==> src/rtl/fetch_sequencer_pkg.sv <==
// Shared types for the fetch sequencer: decode modes, fetch FSM states and
// compare-flag bit positions.
package fetch_sequencer_pkg;

  typedef enum logic [1:0] {
    MODE_REG    = 2'b00,
    MODE_TARGET = 2'b01,
    MODE_IMM    = 2'b10,
    MODE_NOP    = 2'b11
  } mode_e;

  typedef enum logic [1:0] {
    F_IDLE = 2'd0,
    F_RUN  = 2'd1,
    F_DONE = 2'd2
  } fstate_e;

  localparam int CMP_ZERO = 2;
  localparam int CMP_EQ   = 1;
  localparam int CMP_GT   = 0;

endpackage

==> src/rtl/fetch_sequencer_sat_counter.sv <==
// Up-counter with synchronous clear and enable that sticks at all-ones
// instead of wrapping.
module sat_counter #(
  parameter int W = 16
) (
  input  logic         clk_i,
  input  logic         rst_i,
  input  logic         clr_i,
  input  logic         en_i,
  output logic [W-1:0] cnt_o
);

  logic [W-1:0] cnt_q;

  always_ff @(posedge clk_i or posedge rst_i) begin
    if (rst_i) begin
      cnt_q <= '0;
    end else if (clr_i) begin
      cnt_q <= '0;
    end else if (en_i && (cnt_q != '1)) begin
      cnt_q <= cnt_q + W'(1);
    end
  end

  assign cnt_o = cnt_q;

endmodule

==> src/rtl/fetch_sequencer.sv <==
// Fetch sequencer: holds PC, decode mode, previous instruction and compare
// flags, committing decoder requests each edge while the program runs.
//   state  | meaning
//   F_IDLE | after reset, waiting for Start
//   F_RUN  | program executing, decoder requests committed each edge
//   F_DONE | program finished (Ack or overrun), outputs frozen until Start
module fetch_sequencer
  import fetch_sequencer_pkg::*;
#(
  parameter int PC_W     = 9,
  parameter int PROG_LEN = 512,
  parameter int START_PC = 0,
  parameter int CNT_W    = 16
) (
  input  logic             Clk,
  input  logic             Reset,
  input  logic             Start,
  input  logic             BranchEn,
  input  logic [8:0]       BranchTarget,
  input  logic [1:0]       NextState,
  input  logic [8:0]       PrevInstructionIn,
  input  logic             CMPLoadEn,
  input  logic [2:0]       CMPBitsIn,
  input  logic             Ack,
  output logic [PC_W-1:0]  ProgCtr,
  output logic [1:0]       CurrState,
  output logic [8:0]       PrevInstruction,
  output logic [2:0]       CMPBits,
  output logic             Running,
  output logic             Done,
  output logic             Fault,
  output logic [CNT_W-1:0] CycleCount
);

  localparam logic [PC_W-1:0] LAST_PC  = PC_W'(PROG_LEN - 1);
  localparam logic [PC_W-1:0] FIRST_PC = PC_W'(START_PC);

  fstate_e         state_q, state_d;
  logic [PC_W-1:0] pc_q, pc_d;
  mode_e           mode_q, mode_d;
  logic [8:0]      prev_q, prev_d;
  logic [2:0]      cmp_q, cmp_d;
  logic            fault_q, fault_d;
  logic            cnt_clr, cnt_en;

  always_ff @(posedge Clk or posedge Reset) begin
    if (Reset) begin
      state_q <= F_IDLE;
      pc_q    <= FIRST_PC;
      mode_q  <= MODE_REG;
      prev_q  <= '0;
      cmp_q   <= '0;
      fault_q <= 1'b0;
    end else begin
      state_q <= state_d;
      pc_q    <= pc_d;
      mode_q  <= mode_d;
      prev_q  <= prev_d;
      cmp_q   <= cmp_d;
      fault_q <= fault_d;
    end
  end

  always_comb begin
    state_d = state_q;
    pc_d    = pc_q;
    mode_d  = mode_q;
    prev_d  = prev_q;
    cmp_d   = cmp_q;
    fault_d = fault_q;
    cnt_clr = 1'b0;
    cnt_en  = 1'b0;
    case (state_q)
      F_RUN: begin
        cnt_en = 1'b1;
        if (CMPLoadEn) cmp_d = CMPBitsIn;
        if (Ack) begin
          state_d = F_DONE;
        end else begin
          prev_d = PrevInstructionIn;
          if (BranchEn) begin
            pc_d   = BranchTarget[PC_W-1:0];
            mode_d = MODE_REG;
          end else if (pc_q == LAST_PC) begin
            state_d = F_DONE;
            fault_d = 1'b1;
          end else begin
            pc_d = pc_q + PC_W'(1);
            // An illegal mode falls back to regular decode and is flagged.
            if (NextState == MODE_NOP) begin
              mode_d  = MODE_REG;
              fault_d = 1'b1;
            end else begin
              mode_d = mode_e'(NextState);
            end
          end
        end
      end
      default: begin
        if (Start) begin
          state_d = F_RUN;
          pc_d    = FIRST_PC;
          mode_d  = MODE_REG;
          prev_d  = '0;
          cmp_d   = '0;
          fault_d = 1'b0;
          cnt_clr = 1'b1;
        end
      end
    endcase
  end

  sat_counter #(.W(CNT_W)) u_cycle_cnt (
    .clk_i (Clk),
    .rst_i (Reset),
    .clr_i (cnt_clr),
    .en_i  (cnt_en),
    .cnt_o (CycleCount)
  );

  assign ProgCtr         = pc_q;
  assign CurrState       = mode_q;
  assign PrevInstruction = prev_q;
  assign CMPBits         = {cmp_q[CMP_ZERO], cmp_q[CMP_EQ], cmp_q[CMP_GT]};
  assign Running         = (state_q == F_RUN);
  assign Done            = (state_q == F_DONE);
  assign Fault           = fault_q;

endmodule

==> config.mk <==
export PLATFORM = sky130hd
export DESIGN_NAME = fetch_sequencer
export DESIGN_NICKNAME = d
export VERILOG_FILES = /design/src/rtl/fetch_sequencer_pkg.sv /design/src/rtl/fetch_sequencer_sat_counter.sv /design/src/rtl/fetch_sequencer.sv
export SDC_FILE = /design/constraint.sdc
export NUM_CORES = 1
export LEC_CHECK = 0
export CAP_MARGIN = 20
export CORE_MARGIN = 5
export CORE_UTILIZATION = 45
export DETAILED_ROUTE_END_ITERATION = 7
export PLACE_DENSITY = 0.79
export SLEW_MARGIN = 20
export SYNTH_ARGS = -nofsm -noshare
export SYNTH_HDL_FRONTEND = slang
export SYNTH_HIERARCHICAL = 1
export SYNTH_SLANG_ARGS = --single-unit
==> constraint.sdc <==
create_clock -name Clk -period 3 [get_ports Clk]
set_input_delay 0.6 -clock Clk [delete_from_list [all_inputs] [get_ports Clk]]
set_output_delay 0.6 -clock Clk [all_outputs]
set_load 0.02 [all_outputs]
# After elaboration in Yosys (flattened, before gate mapping)
# Cells that the tools add are included.
[word_totals]
regBits = 42
inputBits = 29
word_cells = 61
[op_classes]
addsub = 2
eq_ne = 12
muxes = 32
n_reduce_logical = 8
[ops]
columns = ["cell", "count"]
rows = [
  ["$mux W9", 7],
  ["$mux W16", 2],
  ["$mux W2", 11],
  ["$add A16 B1 Y16 const B", 1],
  ["$ne A16 B16 Y1 const B", 1],
  ["$add A9 B1 Y9 const B", 1],
  ["$eq A9 B9 Y1 const B", 1],
  ["$mux W1", 9],
  ["$mux W3", 3],
  ["$ne A2 B2 Y1 const B", 3],
  ["$ne A3 B3 Y1 const B", 2],
  ["$reduce_and A3 Y1", 2],
  ["$eq A2 B2 Y1 const B", 2],
  ["$reduce_and A2 Y1", 2],
  ["$reduce_and A4 Y1", 1],
  ["$reduce_bool A2 Y1", 2],
  ["$ne A3 B1 Y1 const B", 1],
  ["$ne A3 B2 Y1 const B", 1],
  ["$eq A2 B1 Y1 const B", 1],
  ["$logic_and A1 B1 Y1", 1],
]

# Longest topological paths before layout
[depth]
ltp_word = 6
depth_mapped = 10

# Hierarchy
# Netlist, hierarchy kept.
[modules_own_cells]
columns = ["module", "instances", "cells_per_inst", "area_per_inst_um2", "seq_area_each_um2"]
rows = [
  ["fetch_sequencer", 1, 120, 1273.7, 650.6],
  ["sat_counter", 1, 101, 932.1, 400.4],
]

# Worst setup path before layout
# No wires, ideal clock.
[synth_path]
path_type = "register -> register"
startpoint = "register state_q[1]"
endpoint = "register u_cycle_cnt.cnt_q[13] (netlist: u_cycle_cnt/cnt_o[13])"
setup_time_ps = 78
arrival_ps = 2167
t_required_ps = 2922
setup_slack_ps = 756
path_stages_with_launch = 9
n_path_buf = 2
synth_period_minus_slack_ps = 2244
cell_sequence = "dfrtp_1 nand2b_1 buf_6 inv_1 clkbuf_2 nand3_1 or4_4 or4_1 a21oi_1"
[synth_via]
elab_chain_len = 4
[synth_rtl]
columns = ["element", "line", "rtl"]
rows = [
  ["start: declaration", "fetch_sequencer.sv:38", "fstate_e state_q, state_d;"],
  ["start signal: assignment", "fetch_sequencer.sv:55", "state_q <= state_d;"],
  ["$eq A2 B1 Y1 *", "-", ""],
  ["named net Running", "fetch_sequencer.sv:29", "output logic Running,"],
  ["$mux W1", "fetch_sequencer.sv:73", "case (state_q)"],
  ["$logic_and A1 B1 Y1", "fetch_sequencer_sat_counter.sv:20", "end else if (en_i && (cnt_q != '1)) begin"],
  ["$reduce_bool A2 Y1 (no line)", "-", ""],
  ["end signal: assignment", "fetch_sequencer_sat_counter.sv:21", "cnt_q <= cnt_q + W'(1);"],
  ["end: declaration", "fetch_sequencer_sat_counter.sv:13", "logic [W-1:0] cnt_q;"],
]
# Mark *: on every way through the listed nets, which the timed path passes. The rest lies on a longest branch.
# A chain may end at the register's enable or synchronous reset.

# Worst setup path after layout
[layout_path]
startpoint = "register state_q[1]"
endpoint = "output port Running"
[layout_via]
elab_chain_len = 1
[layout_rtl]
columns = ["element", "line", "rtl"]
rows = [
  ["$eq A2 B1 Y1", "fetch_sequencer.sv:125", "assign Running = (state_q == F_RUN);"],
  ["end: declaration", "fetch_sequencer.sv:29", ""],
]
# Every way passes these cells.

==> metrics.md <==
| Metric | Value |
|---|---|
| RePlAce Congestion | `0.8459` |
| Fraction of layout cells with a size suffix above 1 | `0.08163` |
| Routed WL | `5742 microns` |
| Final nets | `325` |
| Post-CTS Setup Inserts | `0` |
| Largest net degree at the start of global routing | `28` |
| Maximum clock frequency | `377.1 MHz` |
| Max clock buf depth | `2` |
| P&R area growth vs syn | `38.85%` |
| R2r endpoint | `u_cycle_cnt/cnt_o[13]` |
| Die ar. | `0.006402 sq mm` |
| Gr usage total | `0.1917` |
| Remaining antenna violation count | `0` |
| Initial DRC Count | `126` |
| Top_reg_cell synth | `dfrtp_1` |
| Status | `complete, no violations` |
| FF-to-FF setup slack | `0.54 ns` |
| Period utilization | `0.8840` |
| DRC | `0` |
| CP cell instances | `nand2b_1, inv_1, clkdlybuf4s50_1` |
| Max-cap viol count | `0` |
| Synthesized instance count | `221` |
| Setup CP Type | `register to output pin` |
| Slew headroom | `0.5470` |
| Setup violators final | `0` |
| Die W | `80.02 microns` |
| Critical Path End | `Running` |
| Ys Warns | `6` |
| Peak supply drop | `0.0004975 V` |
| CTS tree | `built` |
| Leakage | `1.245 nW` |
| Site Rows | `25` |
| Hold WC Path Type | `register to register` |
| Max stage delay cell, worst path | `clkdlybuf4s50_1` |
| Diodes inserted | `0` |
| Critical R2R Launch | `state_q[1]` |
| Largest area contributor in the netlist | `dfrtp_1` |
| Sequential fraction of the synthesis area | `0.4765` |
| Die Y | `80.02 microns` |
| CORE AREA | `0.004755 sq mm` |
| Top-Level Pins | `71` |
| Synth top cells by count | `dfrtp_1, a21oi_1, nand3_1, nor2_1, a22o_1` |
| Pre-antenna DRT Iters | `5` |
| Max-slew violation count | `0` |
| Clock transition at path regs | `0.08 ns` |
| Skew final | `0.008474 ns` |
| Worst-Skew Late Latency | `0.29 ns` |
| Root Driver | `clkbuf_8` |
| Syn nets | `253` |
| Post-detail-place hpwl | `4233 microns` |
| Cell variety after synth | `49` |
| Worst setup EP type | `output pin` |
| Slowest stage delay, CP | `0.70 ns` |
| Syn Area/Cell | `9.981 sq um` |
| Post-synth EDFFs | `0` |
| DR vias | `2066` |
| Register area | `0.001051 sq mm` |
| Number of buffers created by CTS | `5` |
| R2r worst-path depth | `6` |
| Post-route cell area | `0.003063 sq mm` |
| Final hold vios | `0` |
| RSZ-0062 raised after global routing | `no` |
| CP delay by family, top | `buffers and inverters` |
| Top post-synthesis cells by area | `dfrtp_1, a22o_1, a21oi_1` |
| Filler Cell Count | `419` |
| Final cell count without fillers | `361` |
| Final setup margin | `0.3480 ns` |
| DP Cell Count | `353` |
| Pre-CTS setup slack | `0.6220 ns` |
| Vias per cell | `5.723` |
| Post-cts repair resize count | `0` |
| Worst-margin pin slew | `0.6733 ns` |
| CP Max Fanout | `11` |
| Port Buf Inserts | `70` |
| Startpoint Class | `register` |
| TritonCTS Sinks | `42` |
| DR WL/cell | `15.91 microns` |
| Top cell type's share of synthesized area | `0.4765` |
| Crit path buf inv count | `2` |
| WP data arrival | `2.05 ns` |
| H-tree levels | `2` |
| Number of cells on the critical path | `3` |
| Pwr per Cell Area | `744.2 mW/mm^2` |
| Top-count cell post-synth | `dfrtp_1` |
| First-pass GRT wire length | `9770 microns` |
| Share of flip-flops with an asynchronous set or reset | `1.000` |
| Vias in the first global route | `2058` |
| Initial antenna violation count | `0` |
| Critical path launch point | `state_q[1]` |
| Crit path time final | `2.652 ns` |
| Initial Util | `0.4639` |
| Dpl cell area | `0.002957 sq mm` |
| Cell area after synthesis | `0.002206 sq mm` |
| Hold buffers post-CTS | `0` |
| Congestion Overflow GR | `0` |
| Seq cells post-synth | `42` |
| WHS Path Cells | `1` |
| Worst EP required | `2.40 ns` |
| Area of the multi-input gates | `0.001065 sq mm` |
| Final setup TNS | `0 ns` |
## report_power, final
| group | switching [mW] | internal (mW) |
|---|---|---|
| registers | 0.136 | 0.709 |
| logic | 0.536 | 0.459 |
| clock network | 0.190 | 0.249 |
| total | 0.862 | 1.42 |
## logic make-up (layout without fill, tap and decap cells)
group	Yosys count	after routing	synth area share
compound gates	63	63	0.2008
fa+ha+maj	3	3	0.01702
buf+inv	17	90	0.04083
flops	42	42	0.4765
mux	6	6	0.02836
simple gates	90	90	0.2365
## cell usage in the layout, fill, tap and decap left out, types with 2 or more instances in the layout
cell type        count
clkbuf_8             5
a22o_1              12
nor2_2               2
o31ai_1              5
a21oi_1             17
nand2_1             11
clkbuf_1             2
inv_1                8
buf_4                3
nand3_1             16
o41ai_1              2
o21ai_0              7
nand2b_1             3
o2bb2ai_1            4
nand4_1              4
nor3_1              10
and3_1               3
nor2_1              13
o22ai_1              6
ha_1                 3
or4_1                6
nor2b_1              3
nor4_1               4
a22oi_1              2
mux2i_1              4
mux2_2               2
dfrtp_1             42
or3_1                6
a21o_1               2
clkdlybuf4s50_1     70
## sequential cells by signal (all words and copies together), names as in the netlist
| name | count |
|---|---|
| PrevInstruction | 9 |
| u_cycle_cnt/cnt_o | 16 |
| ProgCtr | 9 |
| Fault | 1 |
| CMPBits | 3 |
| CurrState | 2 |
| state_q | 2 |
## how the worst min path moves through the flow
stage                                       to                from
after CTS                   PrevInstruction[5]  PrevInstruction[5]
after global routing                CMPBits[2]          CMPBits[2]
after detailed placement    PrevInstruction[0]  PrevInstruction[0]
after floorplan           u_cycle_cnt/cnt_o[0]               Reset
after global placement      PrevInstruction[5]  PrevInstruction[5]
final                       PrevInstruction[0]  PrevInstruction[0]
## worst register-to-register path, cell delays in order (launching register included)
cell	delay (ns)
dfrtp_1	0.38
nand2b_1	0.34
inv_1	0.35
nand3_1	0.24
or4_4	0.50
or4_1	0.42
a21oi_1	0.16
## final cells by class
type / count / share of cell area
Clock inverter: 1 / 0.009804
Inverter: 9 / 0.01103
Sequential cell: 42 / 0.3431
Clock buffer: 7 / 0.02492
Tap cell: 67 / 0.02737
Timing Repair Buffer: 73 / 0.2361
Multi-Input combinational cell: 162 / 0.3476
## metrics by stage
step                      utilization  total power [mW]  hold slack (ns)
after CTS                      0.6442             2.288           0.5107
after detailed placement       0.6218             1.845           0.4801
after global placement         0.6218             1.833           0.4819
final                          0.6442             2.279           0.5090
after floorplan                     -             1.423           0.5052
after global routing           0.6442             2.412           0.5223
## per-layer routing
layer / part of all wire / wire [microns] / vias up / track usage
li1: - / - / 988 / -
met1: 0.44 / 2502 / 993 / 0.2498
met2: 0.47 / 2682 / 79 / 0.3013
met3: 0.088 / 507 / 6 / 0.07223
met4: 0.0087 / 50 / 0 / 0.04561
met5: 0 / 0 / - / 0
No activity file was read; power rests on OpenSTA's default activity.
